--- src/rtl/rr_grant_encoder.sv ---
// rr_grant_encoder: 16-way round-robin arbiter with registered grant index.
// Grants are held until gnt_ack or a HOLD_MAX-cycle timeout forces release.
module rr_grant_encoder #(
  parameter int HOLD_MAX = 8
) (
  input  logic        clk,
  input  logic        rst,
  input  logic [15:0] req,
  input  logic        gnt_ack,
  output logic        gnt_valid,
  output logic [3:0]  gnt_idx,
  output logic        timeout,
  output logic        busy
);

  localparam int CW =
    (HOLD_MAX > 1) ? $clog2(HOLD_MAX) : 1;
  localparam logic [CW-1:0] LAST =
    CW'(HOLD_MAX - 1);

  typedef enum logic {
    IDLE,
    GRANT
  } state_t;

  state_t          state;
  logic [3:0]      ptr;
  logic [CW-1:0]   cnt;
  logic [3:0]      sel;
  logic            found;
  logic [3:0]      scan;

  // First requester at or after ptr, wrapping past 15.
  always_comb begin
    sel   = 4'd0;
    found = 1'b0;
    scan  = 4'd0;
    for (int i = 0; i < 16; i++) begin
      scan = ptr + 4'(i);
      if (!found && req[scan]) begin
        found = 1'b1;
        sel   = scan;
      end
    end
  end

  // Grant FSM; every output is a register.
  always_ff @(posedge clk) begin
    if (rst) begin
      state     <= IDLE;
      gnt_valid <= 1'b0;
      gnt_idx   <= 4'd0;
      timeout   <= 1'b0;
      ptr       <= 4'd0;
      cnt       <= '0;
    end else begin
      timeout <= 1'b0;
      unique case (state)
        IDLE: begin
          if (found) begin
            state     <= GRANT;
            gnt_valid <= 1'b1;
            gnt_idx   <= sel;
            cnt       <= '0;
          end
        end
        GRANT: begin
          if (gnt_ack) begin
            state     <= IDLE;
            gnt_valid <= 1'b0;
            ptr       <= gnt_idx + 4'd1;
          end else if (cnt == LAST) begin
            state     <= IDLE;
            gnt_valid <= 1'b0;
            ptr       <= gnt_idx + 4'd1;
            timeout   <= 1'b1;
          end else begin
            cnt <= cnt + 1'b1;
          end
        end
        default: state <= IDLE;
      endcase
    end
  end

  assign busy = gnt_valid;

endmodule

--- config.mk ---
export PLATFORM = sky130hd
export DESIGN_NAME = rr_grant_encoder
export DESIGN_NICKNAME = d
export VERILOG_FILES = /design/src/rtl/rr_grant_encoder.sv
export SDC_FILE = /design/constraint.sdc
export NUM_CORES = 1
export LEC_CHECK = 0
export BUFFER_PORTS_ARGS = -buffer_cell sky130_fd_sc_hd__buf_2
export CORE_AREA = 2 2 79 81
export DETAILED_ROUTE_END_ITERATION = 10
export DIE_AREA = 0 0 81 83
export PLACE_DENSITY = 0.8
export SLEW_MARGIN = 5
export SYNTH_ARGS = -nofsm -noshare
export SYNTH_HDL_FRONTEND = slang
export SYNTH_SLANG_ARGS = --single-unit
--- constraint.sdc ---
create_clock -name clk -period 12.2 [get_ports clk]
set_clock_uncertainty 0.15 [all_clocks]
set_input_delay 1.83 -clock clk [delete_from_list [all_inputs] [get_ports clk]]
set_output_delay 1.83 -clock clk [all_outputs]
set_load 0.1 [all_outputs]
==> results of run 1 <==
## Yosys cell counts (all sizes together) (3+ instances only)
library cell,instances,area [sq um]
mux2,17,191.4
nor2b,5,31.28
dfxtp,14,280.3
nor2,39,161.4
o211ai,3,36.28
buf,14,106.4
a31oi,8,50.05
nor3,11,55.05
a21oi,22,110.1
clkbuf,7,26.28
xnor2,9,93.84
o21ai,16,80.07
nand2b,6,37.54
nand3,11,60.06
a211oi,6,45.04
mux4,30,686.9
xor2,4,53.81
nand2,25,93.84
ha,10,125.1
o221ai,3,32.53
a22o,3,26.28
inv,12,45.04
a22oi,4,30.03
mux2i,33,371.6
a21boi,3,22.52
## stage by stage
stage	hold WS [ps]	area (sq um)	std cells	setup slack (ps)
after floorplan	301.6	3177	352	7716
after global placement	309.7	3293	435	7410
after detailed placement	317.0	3293	435	7356
after CTS	324.6	3348	439	7602
after global routing	366.0	3348	439	7310
final	320.1	3348	439	7543
## cell usage in the layout, fill, tap and decap left out, types with 3 or more instances in the layout
cell type  instances
nor2_1            37
mux2i_1           29
mux4_2            27
nand2_1           25
buf_2             25
a21oi_1           22
mux2_2            17
dfxtp_1           14
o21ai_0           13
inv_1             11
nor3_1            11
nand3_1           10
ha_1              10
a31oi_1            8
xnor2_1            7
nand2b_1           6
a211oi_1           6
nor2b_1            5
a22oi_1            4
clkbuf_8           4
buf_4              4
xor2_1             3
mux4_1             3
mux2i_4            3
a22o_1             3
o21ai_1            3
## routing by layer
metal  global-route usage (%)  share of wire, %  up-vias
met4                    8.475               3.5        0
met3                    6.957                12       41
met5                        0                 0        -
met2                    41.10                44      226
met1                    41.16                41     1507
li1                         -                 -     1403
## registers in the layout (all words and copies together), names as in the netlist
| signal | cells |
|---|---|
| busy | 1 |
| cnt | 3 |
| gnt_idx | 4 |
| ptr | 4 |
| state | 1 |
| timeout | 1 |
## layout make-up
| type | count | share of cell area, % |
|---|---|---|
| flip-flops and latches | 14 | 8.371 |
| multi-input cells | 304 | 81.09 |
| inverters | 13 | 1.457 |
| clock buffers | 4 | 1.644 |
| repair buffers | 29 | 4.634 |
| well taps | 75 | 2.803 |
## worst max-delay path by stage
stage | to | cells past startpoint
after floorplan | gnt_idx[3] | 10
after global routing | gnt_idx[1] | 10
final | gnt_idx[1] | 10
after global placement | gnt_idx[2] | 9
after detailed placement | gnt_idx[2] | 9
after CTS | gnt_idx[2] | 9
## worst register-to-register path, stage by stage (launching register included)
cell	delay (ps)
dfxtp_1	340
inv_2	140
ha_1	880
mux2i_1	370
mux4_2	550
mux2i_2	480
o221ai_1	280
a2111oi_0	450
a21oi_1	80
a22oi_1	220
a2bb2oi_1	260
o41ai_1	100
## power by group through the flow
stage	Combinational, uW	Sequential (uW)	Clock [uW]
4_1_cts	251	53.8	45.6
6_report	260	54.0	44.3
3_5_place_dp	250	54.7	0
2_1_floorplan	185	68.3	0
3_3_place_gp	246	54.7	0
5_1_grt	276	54.4	47.2
## logic make-up after synthesis
family	Yosys count
and+or+nand+nor	111
AOI/OAI and AO/OA	90
muxes	80
DFF	14
buffers and inverters	34
xor gates and xnor gates	13
adders and majority gates	10
==> flow_summary.yaml, run 1 <==
status:
  status: "finished clean"
placed_design:
  dp_hpwl_mm: 6.823
  io_buffers: 25
  place_congestion: 1.076
logic_synthesis:
  synth-edff-count: 0
  syn-num-nets: 381
  synth_top_family_by_area: "multiplexers"
  async_flop_share_pct: 0
  synthFlopType: "dfxtp_1"
  syn_area_sq_um: 3177
  synth_seq_area_share_pct: 8.822
  synthSimpleGateAreaFrac_pct: 17.76
  ys_warn_count: 0
  synth_compound_area_share_pct: 19.77
  synth.area.mux_share_pct: 39.35
  synth_cell_types: 71
  synthCells: 352
  synth_fa_ha_area_share_pct: 3.939
  syn_area_per_cell_sq_um: 9.025
  synth-xor-area-share_pct: 4.647
  synth_seq_cells: 14
pwr:
  peakVddDrop_mv: 0.08942
  power_density_nw_per_um2: 106.9
  p_clk_share_pct: 12.4
  p_leak_uw: 0.001239
  p_sw_uw: 183.3
  p_int_uw: 174.7
  seqPwrFrac_pct: 15.1
  combPwrFrac_pct: 72.5
  swShare_pct: 51.20
  total_power_uw: 358.1
detailed_routing:
  drt-initial-drc-count: 416
  vias: 3177
  vias_per_cell: 7.237
  remaining_drc_errors: 0
  drt_pass1_iterations: 6
  routed_wl_mm: 9.208
  detail-route-antenna-nets: 0
  routedWlPerCell_microns: 20.97
setup_path:
  crit_chain: "buf_2, mux4_1, mux2_2, mux2i_4, o211ai_4, nor3_1, o221ai_1, a41oi_1, a31oi_1, o221a_2"
  cp-startpoint: "req[5]"
  startpoint_type: "primary input"
  arrival_ps: 4640
  cp_max_fo: 8
  cpMaxStageDelayCell: "nor3_1"
  crit_path_end_kind: "flip-flop"
  r2r-end: "gnt_idx[2]"
  crit_path_max_incr_delay_ps: 570
  reg2reg_from: "ptr[0]"
  path_buf_inv: 1
  critPathTopFamily: "multiplexers"
  worst_r2r_path_depth: 11
  worstPathRequired_ps: 12180
  crit_type: "primary input to flip-flop"
  r2r_slack_ps: 7780
timing:
  slew_violations: 0
  relSlewSlack_pct: 44.34
  hold_viol: 0
  worstMarginPinSlew_ps: 835.0
  max_freq_ghz: 0.2147
  fin_tns_setup_ps: 0
  finalCritPeriodShare_pct: 38.17
  finalSetupViolCount: 0
  period_minus_slack_ps: 4657
  rsz0062_at_grt: "no"
global_route:
  antenna_found_initial: 0
  grt_pass1_vias: 2993
  grt_pass1_wl_mm: 15.11
  grt_max_degree: 30
  overflow: 0
  grt_use_total_pct: 28.21
floorplan:
  die_area_sq_um: 6723
  die_h_microns: 83
  start_util_pct: 54.63
  die_w_microns: 81
  rows: 28
  core-area_sq_um: 5816
  ios: 26
final_layout:
  layout.nets: 394
  fin_util_pct: 57.57
  areaGrowthSynthToFinish_pct: 5.396
  layout-drive-gt1-share_pct: 26.37
  fillers: 525
  regArea_sq_um: 280.3
  multi_input_area_sq_um: 2715
  antenna_cells: 0
worst_hold_path:
  hold_class: "flip-flop to flip-flop"
  min-delay-start: "cnt[1]"
  holdPathStages: 2
  whs_endpoint: "cnt[1]"
clock_tree:
  postCtsSetupRepairBufs: 0
  h-tree-depth: 1
  clk_pin_slew_ps: 60
  cts_tree: "yes"
  cts_buffer_depth: 2
  insertion_delay_ps: 240
  cts_sinks: 14
  numCtsBuffers: 3
  cts_resized: 0
  root_buffer: "clkbuf_8"
  hold_buffers: 0
run:
  maxCapViolations: 0
Note: power is estimated with default switching activity, not from simulation.
==> run 2: changes to the inputs <==
- clock period: 12.2 -> 4.6 ns (I/O delays scaled with it)
==> run 2 against run 1 <==
Compared with the run above:
- register-to-register slack worse by 7300 ps
- sequential cell count stayed put
- combinational power grew to 2.7 times the previous value
- first-iteration DRC count is 13% lower
- sequential share of layout area is 0.093 points lower
- wire length is 5.4% higher
- global-route usage is 2.1 points higher
- via count is 0.66% higher
- cell count is 1.1% higher
- critical path depth is 1 higher
- worst hold slack better by 12 ps
- non-clock buffer count is 5 higher
- critical endpoint is now gnt_idx[2]
- largest power group unchanged
- highest routed layer unchanged
==> flow_summary.yaml, run 2 (synthesis gave the netlist of run 1 again) <==
status:
  status: "finished clean"
clock_tree:
  hold_buffers: 0
  cts_buffer_depth: 2
  cts_tree: "yes"
  cts_sinks: 14
  cts_resized: 0
  clk_pin_slew_ps: 60
  postCtsSetupRepairBufs: 0
  insertion_delay_ps: 250
  root_buffer: "clkbuf_8"
  h-tree-depth: 1
  numCtsBuffers: 3
detailed_routing:
  routedWlPerCell_microns: 21.86
  drt_pass1_iterations: 5
  vias_per_cell: 7.203
  detail-route-antenna-nets: 0
  remaining_drc_errors: 0
  drt-initial-drc-count: 360
  routed_wl_mm: 9.707
  vias: 3198
placed_design:
  dp_hpwl_mm: 7.411
  place_congestion: 0.9816
  io_buffers: 25
timing:
  relSlewSlack_pct: 50.82
  hold_slack_ps: 331.7
  finalSetupViolCount: 0
  slew_violations: 0
  period_minus_slack_ps: 4119
  hold_viol: 0
  max_freq_ghz: 0.2428
  rsz0062_at_grt: "no"
  finalCritPeriodShare_pct: 89.54
  worstMarginPinSlew_ps: 732.5
  fin_tns_setup_ps: 0
setup_path:
  crit_type: "flip-flop to flip-flop"
  crit_path_end_kind: "flip-flop"
  cp_max_fo: 13
  crit_path_max_incr_delay_ps: 700
  startpoint_type: "flip-flop"
  cpMaxStageDelayCell: "ha_1"
  worst_r2r_path_depth: 11
  arrival_ps: 4100
  r2r-end: "gnt_idx[2]"
  reg2reg_from: "ptr[0]"
  worstPathRequired_ps: 4580
  r2r_slack_ps: 480
  crit_chain: "inv_2, ha_1, mux2i_1, mux4_2, mux2i_2, buf_4, nand3b_4, or4_4, o32ai_1, a2bb2oi_1, o41ai_1"
global_route:
  overflow: 0
  use_met1_pct: 41.38
  antenna_found_initial: 0
  grt_most_used_layer: "met2"
  met3_usage_pct: 7.500
  grt_use_met2_pct: 46.06
  grt_max_degree: 28
  grt_use_total_pct: 30.35
  grt_pass1_wl_mm: 15.89
  grt_pass1_vias: 3057
floorplan:
  start_util_pct: 54.63
  die_w_microns: 81
  core-area_sq_um: 5816
  ios: 26
  die_area_sq_um: 6723
  die_h_microns: 83
  rows: 28
pwr:
  peakVddDrop_mv: 0.2903
  p_leak_uw: 0.001263
  power_density_nw_per_um2: 285.3
final_layout:
  top_regs: "gnt_idx x4, ptr x4, cnt x3"
  fin_util_pct: 58.22
  final_common_cell: "nor2_1"
  final_cell_mix: "nor2_1 (37), mux2i_1 (29), mux4_2 (27)"
  layout-drive-gt1-share_pct: 27.37
  antenna_cells: 0
  layout.nets: 399
  areaGrowthSynthToFinish_pct: 6.577
worst_hold_path:
  hold_class: "flip-flop to flip-flop"
  min-delay-start: "cnt[1]"
  whs_endpoint: "cnt[1]"
  holdPathStages: 2
run:
  maxCapViolations: 0
[run 2: cell count changes in the layout (fill, tap and decap cells not counted), sizes merged]
cell  before  now
buf       29   34
[run 2: metrics by stage]
stage | instances | total power (uW) | instance area (sq um) | worst slack [ps]
4_1_cts | 444 | 946.9 | 3386 | 552.5
6_report | 444 | 965.9 | 3386 | 481.1
3_3_place_gp | 440 | 816.2 | 3331 | 587.2
2_1_floorplan | 352 | 671.6 | 3177 | 215.7
5_1_grt | 444 | 1021 | 3386 | 331.0
3_5_place_dp | 440 | 824.2 | 3331 | 537.9
[run 2: power by group]
group,total [uW],internal [uW],switching [uW]
Sequential,143,131,12.8
Clock,118,75.8,42.5
Combinational,704,264,440
Total,966,470,495
[run 2: cell type report]
class                           instances  area, sq um
Multi-Input combinational cell        304         2715
Fill cell                             548         2430
Sequential cell                        14        280.3
Timing Repair Buffer                   34        192.7
Tap cell                               75        93.84
Clock buffer                            4        55.05
Inverter                               13        48.80
[run 2: metal layers]
| metal | part of all wire (%) | vias up |
|---|---|---|
| met2 | 45 | 237 |
| met5 | 0 | - |
| met1 | 39 | 1515 |
| met3 | 12 | 44 |
| li1 | - | 1402 |
| met4 | 4.0 | 0 |
[run 2: worst max-delay path by stage]
| stage | endpoint | slack [ps] | startpoint | cells past startpoint |
|---|---|---|---|---|
| floorplan | gnt_idx[3] | 220 | ptr[1] | 17 |
| global route | gnt_idx[0] | 330 | ptr[2] | 10 |
| finish | gnt_idx[2] | 480 | ptr[0] | 11 |
| global placement | gnt_idx[2] | 590 | ptr[2] | 10 |
| detailed placement | gnt_idx[2] | 540 | ptr[0] | 11 |
| CTS | gnt_idx[3] | 550 | ptr[0] | 12 |
[run 2: critical path, delay by kind of cell (launching register included)]
kind	cells	cell delay [ps]
AOI/OAI and AO/OA	3	640
adders and majority gates	1	700
buffers and inverters	2	340
DFF	1	410
muxes	3	970
and+or+nand+nor	2	790
==> run 3: changes to the inputs <==
- ABC_AREA: unset -> 1
- CORE_AREA: 2 2 79 81 -> 2 2 69 71
- DIE_AREA: 0 0 81 83 -> 0 0 71 73
- PLACE_DENSITY: 0.8 -> 0.81
==> run 3 against run 2 <==
Compared with the run above:
- register-to-register slack better by 430 ps
- clock-buffer cell count is the same
- first-iteration DRC count increased by 4.2%
- sequential power barely moved
- critical path type unchanged
==> flow_summary.yaml, run 3 <==
logic_synthesis:
  synthFlopType: "dfxtp_1"
  synth-edff-count: 0
  synth_top_area_cell: "nand3_1"
  synth.area.top_cells: "nand3_1 (21%), nand2_1 (19%), dfxtp_1 (12%)"
  synthCells: 429
  ys_warn_count: 0
  synth_seq_area_share_pct: 11.84
  synth_cell_types: 33
  synth_seq_cells: 14
  syn_area_per_cell_sq_um: 5.518
  synth_top_area_share_pct: 21.35
  syn_area_sq_um: 2367
  syn-num-nets: 458
  synth_common_cells: "nand2_1 (122), nand3_1 (101), nor2_1 (48)"
  synth_most_common_cell: "nand2_1"
  async_flop_share_pct: 0
detailed_routing:
  vias: 2960
  drt_pass1_iterations: 6
  routedWlPerCell_microns: 13.76
  detail-route-antenna-nets: 0
  remaining_drc_errors: 0
  drt-initial-drc-count: 375
  vias_per_cell: 5.838
  routed_wl_mm: 6.976
clock_tree:
  cts_tree: "yes"
  clk_pin_slew_ps: 60
  numCtsBuffers: 3
  cts_resized: 0
  insertion_delay_ps: 250
  hold_buffers: 0
  cts_buffer_depth: 2
  postCtsSetupRepairBufs: 0
  root_buffer: "clkbuf_8"
  cts_sinks: 14
  h-tree-depth: 1
final_layout:
  final_common_cell: "nand2_1"
  antenna_cells: 0
  layout.nets: 483
  final_cell_mix: "nand2_1 (122), nand3_1 (101), nor2_1 (48)"
  fillers: 440
  areaGrowthSynthToFinish_pct: 9.144
  layout-drive-gt1-share_pct: 12.80
  top_regs: "gnt_idx x4, ptr x4, cnt x3"
worst_hold_path:
  min-delay-start: "state"
  hold_class: "flip-flop to flip-flop"
  whs_endpoint: "timeout"
  holdPathStages: 2
global_route:
  grt_pass1_vias: 2613
  grt_max_degree: 23
  grt_pass1_wl_mm: 11.81
  overflow: 0
  antenna_found_initial: 0
  grt_use_total_pct: 27.88
floorplan:
  ios: 26
  rows: 25
  die_area_sq_um: 5183
  die_h_microns: 73
  die_w_microns: 71
  core-area_sq_um: 4536
  start_util_pct: 52.19
pwr:
  seqPwrFrac_pct: 18.5
  combPwrFrac_pct: 65.8
  peakVddDrop_mv: 0.2676
  swShare_pct: 55.41
  total_power_uw: 774.1
  p_int_uw: 345.2
  power_density_nw_per_um2: 299.6
  p_clk_share_pct: 15.7
  p_leak_uw: 0.001353
  p_sw_uw: 428.9
placed_design:
  place_congestion: 0.9617
  dp_hpwl_mm: 5.654
  io_buffers: 25
  dp_slack_ps: 1008
setup_path:
  reg2reg_from: "ptr[0]"
  crit_type: "flip-flop to flip-flop"
  worstPathRequired_ps: 4630
  arrival_ps: 3720
  worst_r2r_path_depth: 21
  startpoint_type: "flip-flop"
  r2r-end: "gnt_idx[2]"
  r2r_slack_ps: 910
  crit_path_end_kind: "flip-flop"
  cp_max_fo: 19
timing:
  rsz0062_at_grt: "no"
  period_minus_slack_ps: 3692
  relSlewSlack_pct: 48.57
  hold_viol: 0
  hold_slack_ps: 292.5
  finalSetupViolCount: 0
  max_freq_ghz: 0.2709
  fin_tns_setup_ps: 0
  slew_violations: 0
  worstMarginPinSlew_ps: 763.4
  finalCritPeriodShare_pct: 80.26
  worst_slack_ps: 908.1
run:
  maxCapViolations: 0
status:
  status: "finished clean"
==> run 3: cells by family (layout without fill, tap and decap cells) <==
family / count (synthesis) / in the layout / share of synthesized area, %
compound gates: 35 / 35 / 8.140
xor+xnor: 9 / 9 / 3.964
fa+ha+maj: 10 / 10 / 5.285
buf+inv: 59 / 83 / 10.94
flops: 14 / 14 / 11.84
simple gates: 302 / 302 / 59.83
==> run 3: area by class of cell <==
| class | instances | area [sq um] | share of cell area, % |
|---|---|---|---|
| Inverter | 48 | 182.7 | 7.070 |
| Sequential cell | 14 | 280.3 | 10.85 |
| Tap cell | 54 | 67.56 | 2.615 |
| Timing Repair Buffer | 31 | 170.2 | 6.586 |
| Multi-Input combinational cell | 356 | 1828 | 70.75 |
| Clock buffer | 4 | 55.05 | 2.131 |
==> run 3: layer usage <==
metal	track usage, %	vias to the layer above	part of all wire, %
met2	45.48	169	45
met3	6.077	21	11
li1	-	1471	-
met4	9.434	0	2.6
met1	36.56	1299	42
met5	0	-	0
==> run 3: worst max path at each step <==
stage / startpoint / end / cells after the start
after floorplan: ptr[1] / cnt[2] / 21
final: ptr[0] / gnt_idx[2] / 21
after global placement: ptr[0] / gnt_idx[2] / 21
after detailed placement: ptr[0] / cnt[2] / 19
after global routing: ptr[0] / gnt_idx[2] / 21
after CTS: ptr[0] / cnt[2] / 19
==> run 3: power groups by stage <==
stage	clock (uW)	sequential, uW	combinational [uW]
6_report	122	143	510
3_5_place_dp	0	145	495
3_3_place_gp	0	145	490
4_1_cts	121	143	498
5_1_grt	126	144	560
2_1_floorplan	0	187	343
==> run 3: metrics by stage <==
stage	cells	util (%)	instance area (sq um)
2_1_floorplan	429	-	2367
3_3_place_gp	503	55.75	2529
3_5_place_dp	503	55.75	2529
4_1_cts	507	56.97	2584
5_1_grt	507	56.97	2584
6_report	507	56.97	2584
==> run 3: critical path: stages (launching register included) <==
cell and delay, ps:
dfxtp_1 320, inv_2 240, ha_1 450, inv_1 370, nand3_1 190, nand3_1 140
nand2_1 80, nand2_1 80, nand2_1 60, nor2_1 300, nand4_1 180, nor2_1 270
nand3b_1 170, nor2_1 110, nor2_1 60, nand3_1 60, nor2_1 40, nand3_1 60
nor2_1 40, nand2_1 60, nand2_1 60, a21oi_1 120
